===== src/rtl/srt4_seq_divider.sv =====
// ============================================================================
// Module   : srt4_seq_divider
// Purpose  : Iterative radix-4 SRT unsigned divider (digits -3..3, on-the-fly
//            quotient conversion, correction cycle, optional round-half-up).
// Revision : 1.0 - initial release
// ============================================================================
`default_nettype none

module srt4_seq_divider #(
    parameter int WIDTH = 24
) (
    input  logic             clk,
    input  logic             rst_n,
    input  logic             in_valid,
    output logic             in_ready,
    input  logic [WIDTH-1:0] dividend,
    input  logic [WIDTH-1:0] divisor,
    input  logic             round_nearest,
    output logic             out_valid,
    input  logic             out_ready,
    output logic [WIDTH-1:0] quotient,
    output logic [WIDTH-1:0] remainder,
    output logic             rounded_up,
    output logic             div_by_zero
);

    localparam int ITER = (WIDTH + 1) / 2;
    localparam int PW   = 2 * ITER;
    localparam int RW   = WIDTH + 3;
    localparam int CW   = $clog2(ITER + 1);

    typedef enum logic [1:0] {
        S_IDLE = 2'd0,
        S_ITER = 2'd1,
        S_FIX  = 2'd2,
        S_DONE = 2'd3
    } state_t;

    state_t          r_state;
    state_t          w_state_nxt;
    logic [PW-1:0]   r_n;
    logic [WIDTH-1:0] r_d;
    logic            r_round;
    logic [RW-1:0]   r_r;      // two's-complement partial remainder
    logic [WIDTH-1:0] r_q;
    logic [WIDTH-1:0] r_qm;    // always r_q - 1 (mod 2^WIDTH)
    logic [CW-1:0]   r_count;

    logic            w_accept;
    logic [RW-1:0]   w_w;
    logic            w_neg;
    logic [RW-1:0]   w_abs;
    logic [RW-1:0]   w_d1;
    logic [RW-1:0]   w_d2;
    logic [RW-1:0]   w_d3;
    logic [1:0]      w_mag;
    logic [RW-1:0]   w_mult;
    logic [RW-1:0]   w_r_nxt;
    logic            w_q_nonneg;
    logic            w_q_pos;
    logic [WIDTH-1:0] w_q_nxt;
    logic [WIDTH-1:0] w_qm_nxt;
    logic            w_r_is_neg;
    logic [WIDTH-1:0] w_rem_fix;
    logic [WIDTH-1:0] w_quo_fix;
    logic            w_round_up;

    assign w_accept = in_valid && (r_state == S_IDLE);

    // Shifted remainder plus the next dividend digit pair; |w| < 4D by invariant.
    assign w_w   = {r_r[RW-3:0], 2'b00} + {{(RW-2){1'b0}}, r_n[PW-1 -: 2]};
    assign w_neg = w_w[RW-1];
    assign w_abs = w_neg ? (~w_w + RW'(1)) : w_w;
    assign w_d1  = {3'b000, r_d};
    assign w_d2  = {2'b00, r_d, 1'b0};
    assign w_d3  = w_d1 + w_d2;

    always_comb begin
        w_mag  = 2'd0;
        w_mult = '0;
        if (w_abs >= w_d3) begin
            w_mag  = 2'd3;
            w_mult = w_d3;
        end else if (w_abs >= w_d2) begin
            w_mag  = 2'd2;
            w_mult = w_d2;
        end else if (w_abs >= w_d1) begin
            w_mag  = 2'd1;
            w_mult = w_d1;
        end
    end

    assign w_r_nxt    = w_neg ? (w_w + w_mult) : (w_w - w_mult);
    assign w_q_nonneg = !w_neg || (w_mag == 2'd0);
    assign w_q_pos    = !w_neg && (w_mag != 2'd0);

    // On-the-fly conversion: negative digits borrow from QM instead of propagating.
    assign w_q_nxt  = w_q_nonneg ? {r_q[WIDTH-3:0], w_mag}
                                 : {r_qm[WIDTH-3:0], 2'b00 - w_mag};
    assign w_qm_nxt = w_q_pos    ? {r_q[WIDTH-3:0], w_mag - 2'd1}
                                 : {r_qm[WIDTH-3:0], 2'd3 - w_mag};

    assign w_r_is_neg = r_r[RW-1];
    assign w_rem_fix  = w_r_is_neg ? (r_r[WIDTH-1:0] + r_d) : r_r[WIDTH-1:0];
    assign w_quo_fix  = w_r_is_neg ? r_qm : r_q;
    assign w_round_up = r_round && ({w_rem_fix, 1'b0} >= {1'b0, r_d});

    always_comb begin
        w_state_nxt = r_state;
        in_ready    = 1'b0;
        out_valid   = 1'b0;
        case (r_state)
            S_IDLE: begin
                in_ready = 1'b1;
                if (in_valid)
                    w_state_nxt = (divisor == '0) ? S_DONE : S_ITER;
            end
            S_ITER: begin
                if (r_count == CW'(ITER - 1))
                    w_state_nxt = S_FIX;
            end
            S_FIX: w_state_nxt = S_DONE;
            S_DONE: begin
                out_valid = 1'b1;
                if (out_ready)
                    w_state_nxt = S_IDLE;
            end
            default: w_state_nxt = S_IDLE;
        endcase
    end

    always_ff @(posedge clk or negedge rst_n) begin
        if (!rst_n) begin
            r_state     <= S_IDLE;
            r_n         <= '0;
            r_d         <= '0;
            r_round     <= 1'b0;
            r_r         <= '0;
            r_q         <= '0;
            r_qm        <= '0;
            r_count     <= '0;
            quotient    <= '0;
            remainder   <= '0;
            rounded_up  <= 1'b0;
            div_by_zero <= 1'b0;
        end else begin
            r_state <= w_state_nxt;
            case (r_state)
                S_IDLE: begin
                    if (w_accept) begin
                        r_n         <= PW'(dividend);
                        r_d         <= divisor;
                        r_round     <= round_nearest;
                        r_r         <= '0;
                        r_q         <= '0;
                        r_qm        <= '1;
                        r_count     <= '0;
                        rounded_up  <= 1'b0;
                        div_by_zero <= (divisor == '0);
                        if (divisor == '0) begin
                            quotient  <= '1;
                            remainder <= dividend;
                        end
                    end
                end
                S_ITER: begin
                    r_r     <= w_r_nxt;
                    r_q     <= w_q_nxt;
                    r_qm    <= w_qm_nxt;
                    r_n     <= {r_n[PW-3:0], 2'b00};
                    r_count <= r_count + CW'(1);
                end
                S_FIX: begin
                    quotient   <= w_quo_fix + WIDTH'(w_round_up);
                    remainder  <= w_rem_fix;
                    rounded_up <= w_round_up;
                end
                default: ;
            endcase
        end
    end

endmodule

`default_nettype wire


===== config.mk =====
export PLATFORM = sky130hd
export DESIGN_NAME = srt4_seq_divider
export DESIGN_NICKNAME = d
export VERILOG_FILES = /design/src/rtl/srt4_seq_divider.sv
export SDC_FILE = /design/constraint.sdc
export NUM_CORES = 1
export LEC_CHECK = 0
export ABC_AREA = 1
export CAP_MARGIN = 20
export CELL_PAD_IN_SITES_DETAIL_PLACEMENT = 0
export CELL_PAD_IN_SITES_GLOBAL_PLACEMENT = 1
export CORE_MARGIN = 4
export CORE_UTILIZATION = 44
export DETAILED_ROUTE_END_ITERATION = 10
export PLACE_DENSITY = 0.8
export REMOVE_ABC_BUFFERS = 1
export SYNTH_ARGS = -nofsm -noshare
export SYNTH_HDL_FRONTEND = slang
export SYNTH_SLANG_ARGS = --single-unit

===== constraint.sdc =====
create_clock -name clk -period 6.9 [get_ports clk]
set_input_delay 1.38 -clock clk [delete_from_list [all_inputs] [get_ports clk]]
set_output_delay 1.38 -clock clk [all_outputs]
set_load 0.01 [all_outputs]

# [Yosys cells after proc, flatten, opt, wreduce, memory -nomap -nowiden]
# Index checks and enable logic that the tools add are counted.
[op_classes] reduce_logical=16 n_eq_ne=9 magnitude_cmp=4 n_mux=37 n_addsub=11 n_bitwise=1
[ops] op="2-to-1 mux 24 bit" count=12
[ops] op="case mux 24 bit (2 select lines)" count=5
[ops] op="2-to-1 mux 27 bit" count=3
[ops] op="case mux 27 bit (2 select lines)" count=1
[ops] op="adder 27 x 1 -> 27 bit, second input constant" count=1
[ops] op="adder 27 x 2 -> 27 bit" count=1
[ops] op="adder 27 bit" count=1
[ops] op=">= comparator 27 x 24 -> 1 bit" count=1
[ops] op=">= comparator 27 x 25 -> 1 bit" count=1
[ops] op=">= comparator 27 x 26 -> 1 bit" count=1
[ops] op="NOT 27 bit" count=1
[ops] op="subtractor 27 bit" count=1
[ops] op="adder 24 x 25 -> 26 bit" count=1
[ops] op="2-to-1 mux 26 bit" count=1
[ops] op=">= comparator 25 x 24 -> 1 bit" count=1
[ops] op="2-to-1 mux 25 bit" count=1
[ops] op="adder 24 x 1 -> 24 bit" count=1
[ops] op="adder 24 bit" count=1
[ops] op="logical NOT 24 bit" count=1
[ops] op="2-to-1 mux 2 bit" count=6
[ops] op="inequality test 2 bit, second input constant" count=4
[ops] op="case mux 2 bit (4 select lines)" count=1
[ops] op="case mux 4 bit (2 select lines)" count=1
[ops] op="AND reduction 2 bit" count=3
[ops] op="other kinds (17)" count=27
[word_totals] output_inout_bits=52 register_bits=180 in_bits=53 word_cells=90

# [Depth between registers and ports, before layout]
# Gate-level depths: netlist of the first run.
[logic_depth] word_depth=12 depth_mapped=49 ltp_nobuf=49

# [Least setup slack after synthesis of the first run]
# OpenSTA, ideal clock, no wires.
[synth_path] path_kind="flip-flop to flip-flop" from="register r_d[1]" to="register r_r[23]" slack_ps=955 required_ps=6770 period_less_slack_ps=5945 setup_ps=130 path_stages_with_launch=36 arrival_time_ps=5815 n_path_buf=1 path_cell_list="dfrtp_1 ha_1 inv_1 fa_1 o31ai_1 nand3_1 nand3_1 inv_1 o21bai_1 xor2_1 ha_1 and3_1 nand4_1 nand3_1 a21oi_2 buf_2 nand3_1 nand2_1 ha_1 or2_2 nand2_1 inv_1 ha_1 nand3_1 nand2_1 nand2_1 nand2_1 a21oi_1 o21ai_0 a21oi_1 o21ai_0 a21boi_0 o31ai_1 a21oi_1 o21ai_0 o21ai_0"
[synth_via] elab_chain_cells=7 word_cells_on_any_way=11 cone_classes="3 x add/sub; 3 x order compare; 5 x mux"
[synth_lines] element="start: declaration" line_no="42" text="logic [WIDTH-1:0] r_d;"
[synth_lines] element="start signal: assignment" line_no="152" text="r_d <= divisor;"
[synth_lines] element="parallel branches: the longest is 3 deep, another holds >= comparator 27 x 26 -> 1 bit"
[synth_lines] element="2-to-1 mux 26 bit (*)" line_no="81" text="if (w_abs >= w_d3) begin"
[synth_lines] element="subtractor 27 bit or adder 27 bit (tied branches)" line_no="93" text="assign w_r_nxt = w_neg ? (w_w + w_mult) : (w_w - w_mult);"
[synth_lines] element="2-to-1 mux 27 bit (*)" line_no="93"
[synth_lines] element="case mux 27 bit (2 select lines) (*)" line_no="148" text="case (r_state)"
[synth_lines] element="end signal: assignment" line_no="167" text="r_r <= w_r_nxt;"
[synth_lines] element="end: declaration" line_no="44" text="logic [RW-1:0] r_r;"
# Every way passes the cells marked *.
# A chain may end at the register's enable or synchronous reset.

# [Final worst setup path of the first run]
[layout_path] from="register r_r[1]" to="register r_r[26]"
[layout_via] elab_chain_cells=11 word_cells_on_any_way=14 cone_classes="4 x add/sub; 3 x order compare; 6 x mux; 1 x bitwise"
[layout_lines] element="adder 27 x 2 -> 27 bit (*)" line_no="71" text="assign w_w = {r_r[RW-3:0], 2'b00} + {{(RW-2){1'b0}}, r_n[PW-1 -: 2]};"
[layout_lines] element="NOT 27 bit" line_no="73" text="assign w_abs = w_neg ? (~w_w + RW'(1)) : w_w;"
[layout_lines] element="adder 27 x 1 -> 27 bit" line_no="73"
[layout_lines] element="2-to-1 mux 27 bit" line_no="73"
[layout_lines] element=">= comparator 27 x 24 -> 1 bit" line_no="87" text="end else if (w_abs >= w_d1) begin"
[layout_lines] element="2-to-1 mux 24 bit" line_no="87"
[layout_lines] element="2-to-1 mux 25 bit" line_no="84" text="end else if (w_abs >= w_d2) begin"
[layout_lines] element="2-to-1 mux 26 bit" line_no="81"
[layout_lines] element="subtractor 27 bit or adder 27 bit (tied branches)" line_no="93"
[layout_lines] element="2-to-1 mux 27 bit (*)" line_no="93"
[layout_lines] element="case mux 27 bit (2 select lines) (*)" line_no="148"
# Mark *: on every way between the ends. The rest lies on a longest branch, timed or not.

==> key figures, run 1 <==
Logic synthesis
  – Seq/Total Area, Yosys: 26.9%
  – Synth top area cells: dfrtp_1, ha_1, nand2_1
  – Largest area contributor in the netlist: dfrtp_1
  – Ys async rst share: 100%
  – Share of the synthesized area in the top cell type: 26.9%
  – Synth unique cells: 55
  – #FFs+latches synth: 179
  – XOR/XNOR Fraction of Synth Area: 4.21%
  – Post-synthesis cell count: 2,432
  – Largest family of logic cells by synthesized area: simple AND/OR/NAND/NOR gates
  – Mapped cell area: 16,700 um^2
  – Portion of netlist area occupied by mux cells: 0.255%
  – Post-synthesis compound-gate area fraction: 18.7%
  – Synth warnings: 0
  – Commonest cells post-synth: nand2_1, inv_1, nor2_1
  – Post-Syn Area per Cell: 6.85 um^2
  – Adder-Cell Fraction of Synth Area: 14.2%
  – Most numerous cell in the Yosys netlist: nand2_1
  – Simple-Gate Fraction of Synth Area: 26.4%
  – Post-synth top flop: dfrtp_1
  – EDFF count, synth: 0

Cells and area
  – Antenna cells: 0
  – Total Nets Final: 2,811
  – Final Cell Area: 19,600 um^2
  – Share of cells above drive strength 1: 11.4%
  – Area grow syn2layout: 17.8%

Routing
  – Vias: 17,100
  – Drt total wl: 58.1 mm
  – DRC: 0
  – First-pass detailed-route iteration total: 6
  – DR WL/cell: 18.8 um
  – Via density: 5.54
  – Initial DRC count: 1,408
  – Detail Route Antenna Nets: 0

STA
  – Final Hold Slack: 0.486 ns
  – Endpoints failing hold: 0
  – Highest Clock Rate: 155 MHz
  – Endpoints failing setup: 0
  – Tcrit/Tclk final: 93.5%
  – Minimum clock period: 6.45 ns
  – Slew margin rel.: 32.3%
  – Layout Skew: 0.0345 ns
  – Final Max Tran Viols: 0
  – Worst Tran Pin Value: 1.01 ns

Setup path
  – Worst R2R Path Depth: 41
  – Worst EP required: 7.23 ns
  – CP startpoint: r_r[1]
  – Crit path DAT: 6.78 ns
  – Largest stage delay, worst path: 0.47 ns
  – CP Max Fanout: 10
  – Setup crit end kind: flop
  – Crit Path Category: flop to flop
  – Critical Path Start Type: flop
  – Crit path capture: r_r[26]
  – Slowest cell on crit path: dfrtp_2
  – R2r setup slk: 0.45 ns
  – RR Startpoint: r_r[1]
  – Crit path top cell by count: nand2_1
  – Worst r2r dst: r_r[26]

GRT
  – First-pass GRT wire length: 89.9 mm
  – Largest net degree at the start of global routing: 81
  – Global Route Usage Sum: 27.8%
  – Vias in the first global route: 16,100
  – Initial antenna violation count: 0
  – GR Overflow Total: 0

Clock network
  – H-tree depth: 4
  – CTS tree: yes
  – CTS max path bufs: 2
  – CTS clk-pin slew, worst paths: 0.08 ns
  – Worst-skew pair later-pin latency: 0.47 ns
  – Clk sink count: 179
  – Cts bufs inserted: 17
  – Root Buffer: clkbuf_16

Status
  – Status: finished, final reports clean

Job
  – MaxCap Viol Count: 0

Floorplanning
  – Initial Util: 45.1%
  – Die height: 203 um
  – Chip Width: 203 um
  – IO Pins: 105
  – Row count: 70
  – Core area: 37,000 um^2
  – Die area: 41,000 um^2

Placed design
  – RD Place Congestion: 1.01
  – Port bufs: 104
  – Dpl hpwl: 46.0 mm
  – Placed cell area: 18,600 um^2

Min path
  – Tightest Hold Check Type: flop to flop
## layout by cell type (no fill, tap or decap), drive strengths merged, types with 10 or more instances in the layout
cell	instances
o21a	12
xnor2	26
nand4	24
o211ai	16
dfrtp	179
nand2	559
o31ai	10
a31oi	32
clkdlybuf4s50	103
nor4	14
nand3	97
or2	24
buf	96
inv	327
nor2	272
clkbuf	19
ha	184
nor3	19
xor2	54
o22ai	59
o21ai	224
a21oi	176
## kinds of logic after synthesis
family | Yosys count
AND/OR/NAND/NOR | 1019
AO/OA/AOI/OAI | 560
buffers and inverters | 403
adder cells (fa/ha/maj) | 187
flip-flops | 179
XOR/XNOR | 80
multiplexers | 4
## worst min-delay path by stage
stage / start / end / slack, ns / cells past startpoint
6_report: remainder[17] / remainder[17] / 0.49 / 2
4_1_cts: div_by_zero / div_by_zero / 0.49 / 2
3_5_place_dp: div_by_zero / div_by_zero / 0.47 / 2
2_1_floorplan: r_q[22] / r_q[22] / 0.45 / 2
5_1_grt: remainder[18] / remainder[18] / 0.52 / 2
3_3_place_gp: div_by_zero / div_by_zero / 0.47 / 2
## critical path, delay by kind of cell, from the launching register on
| family | cells | cell delay (ns) |
|---|---|---|
| buffers and inverters | 5 | 0.67 |
| AOI/OAI and AO/OA | 9 | 1.60 |
| and+or+nand+nor | 23 | 2.66 |
| adders and majority gates | 2 | 0.62 |
| DFF | 1 | 0.47 |
| xor gates and xnor gates | 2 | 0.27 |
## flip-flops by register name, summed over array words and instances (netlist names)
name / cells
r_round: 1
r_r: 26
r_d: 24
r_state: 2
quotient: 24
r_count: 4
r_n: 24
r_q: 24
div_by_zero: 1
remainder: 24
rounded_up: 1
r_qm: 24
## repair_timing
item                                   4_1_cts  5_1_grt
hold buffers                                 0        0
setup endpoints to repair                    3       19
endpoints found under the hold margin        0        0
gates resized for setup                      2       74
pin swaps                                    0       11
setup buffers                                0       11
## layer usage
layer  vias up  GRT usage [%]  share of wire (%)
met5         -              0                  0
met4         0           8.63                3.0
met3        88           4.57                7.4
met2       603           44.1                 44
met1      8070           39.0                 46
li1       8347              -                  -
## per-stage QoR
step / std cells / worst slack (ns) / util, % / TNS (ns)
after CTS: 3077 / 0.0121 / 52.1 / 0
after global routing: 3088 / -0.0113 / 53.1 / -0.0113
after global placement: 3045 / -0.0384 / 50.4 / -0.0754
after detailed placement: 3045 / -0.0985 / 50.4 / -0.125
final: 3088 / 0.447 / 53.1 / 0
after floorplan: 2352 / -0.742 / - / -7.84
## layout make-up
cell class,count,area [um^2]
fill,3710,17400
multi-input combinational,1850,10900
sequential,179,4490
timing repair buffer,200,1770
inverter,323,1210
tap,504,631
clock buffer,18,439
clock inverter,14,186
Power of run 1 is not shown: default switching activity piles up to over one toggle a cycle in this logic, so the estimate is an artifact.
==> run 2: changes to the inputs <==
ABC_CLOCK_PERIOD_IN_PS = 6900   (was not set)
==> results of run 2 <==
Final layout, timing and power as in run 1 (identical DEF).
Power of run 2 is left out for the same reason.
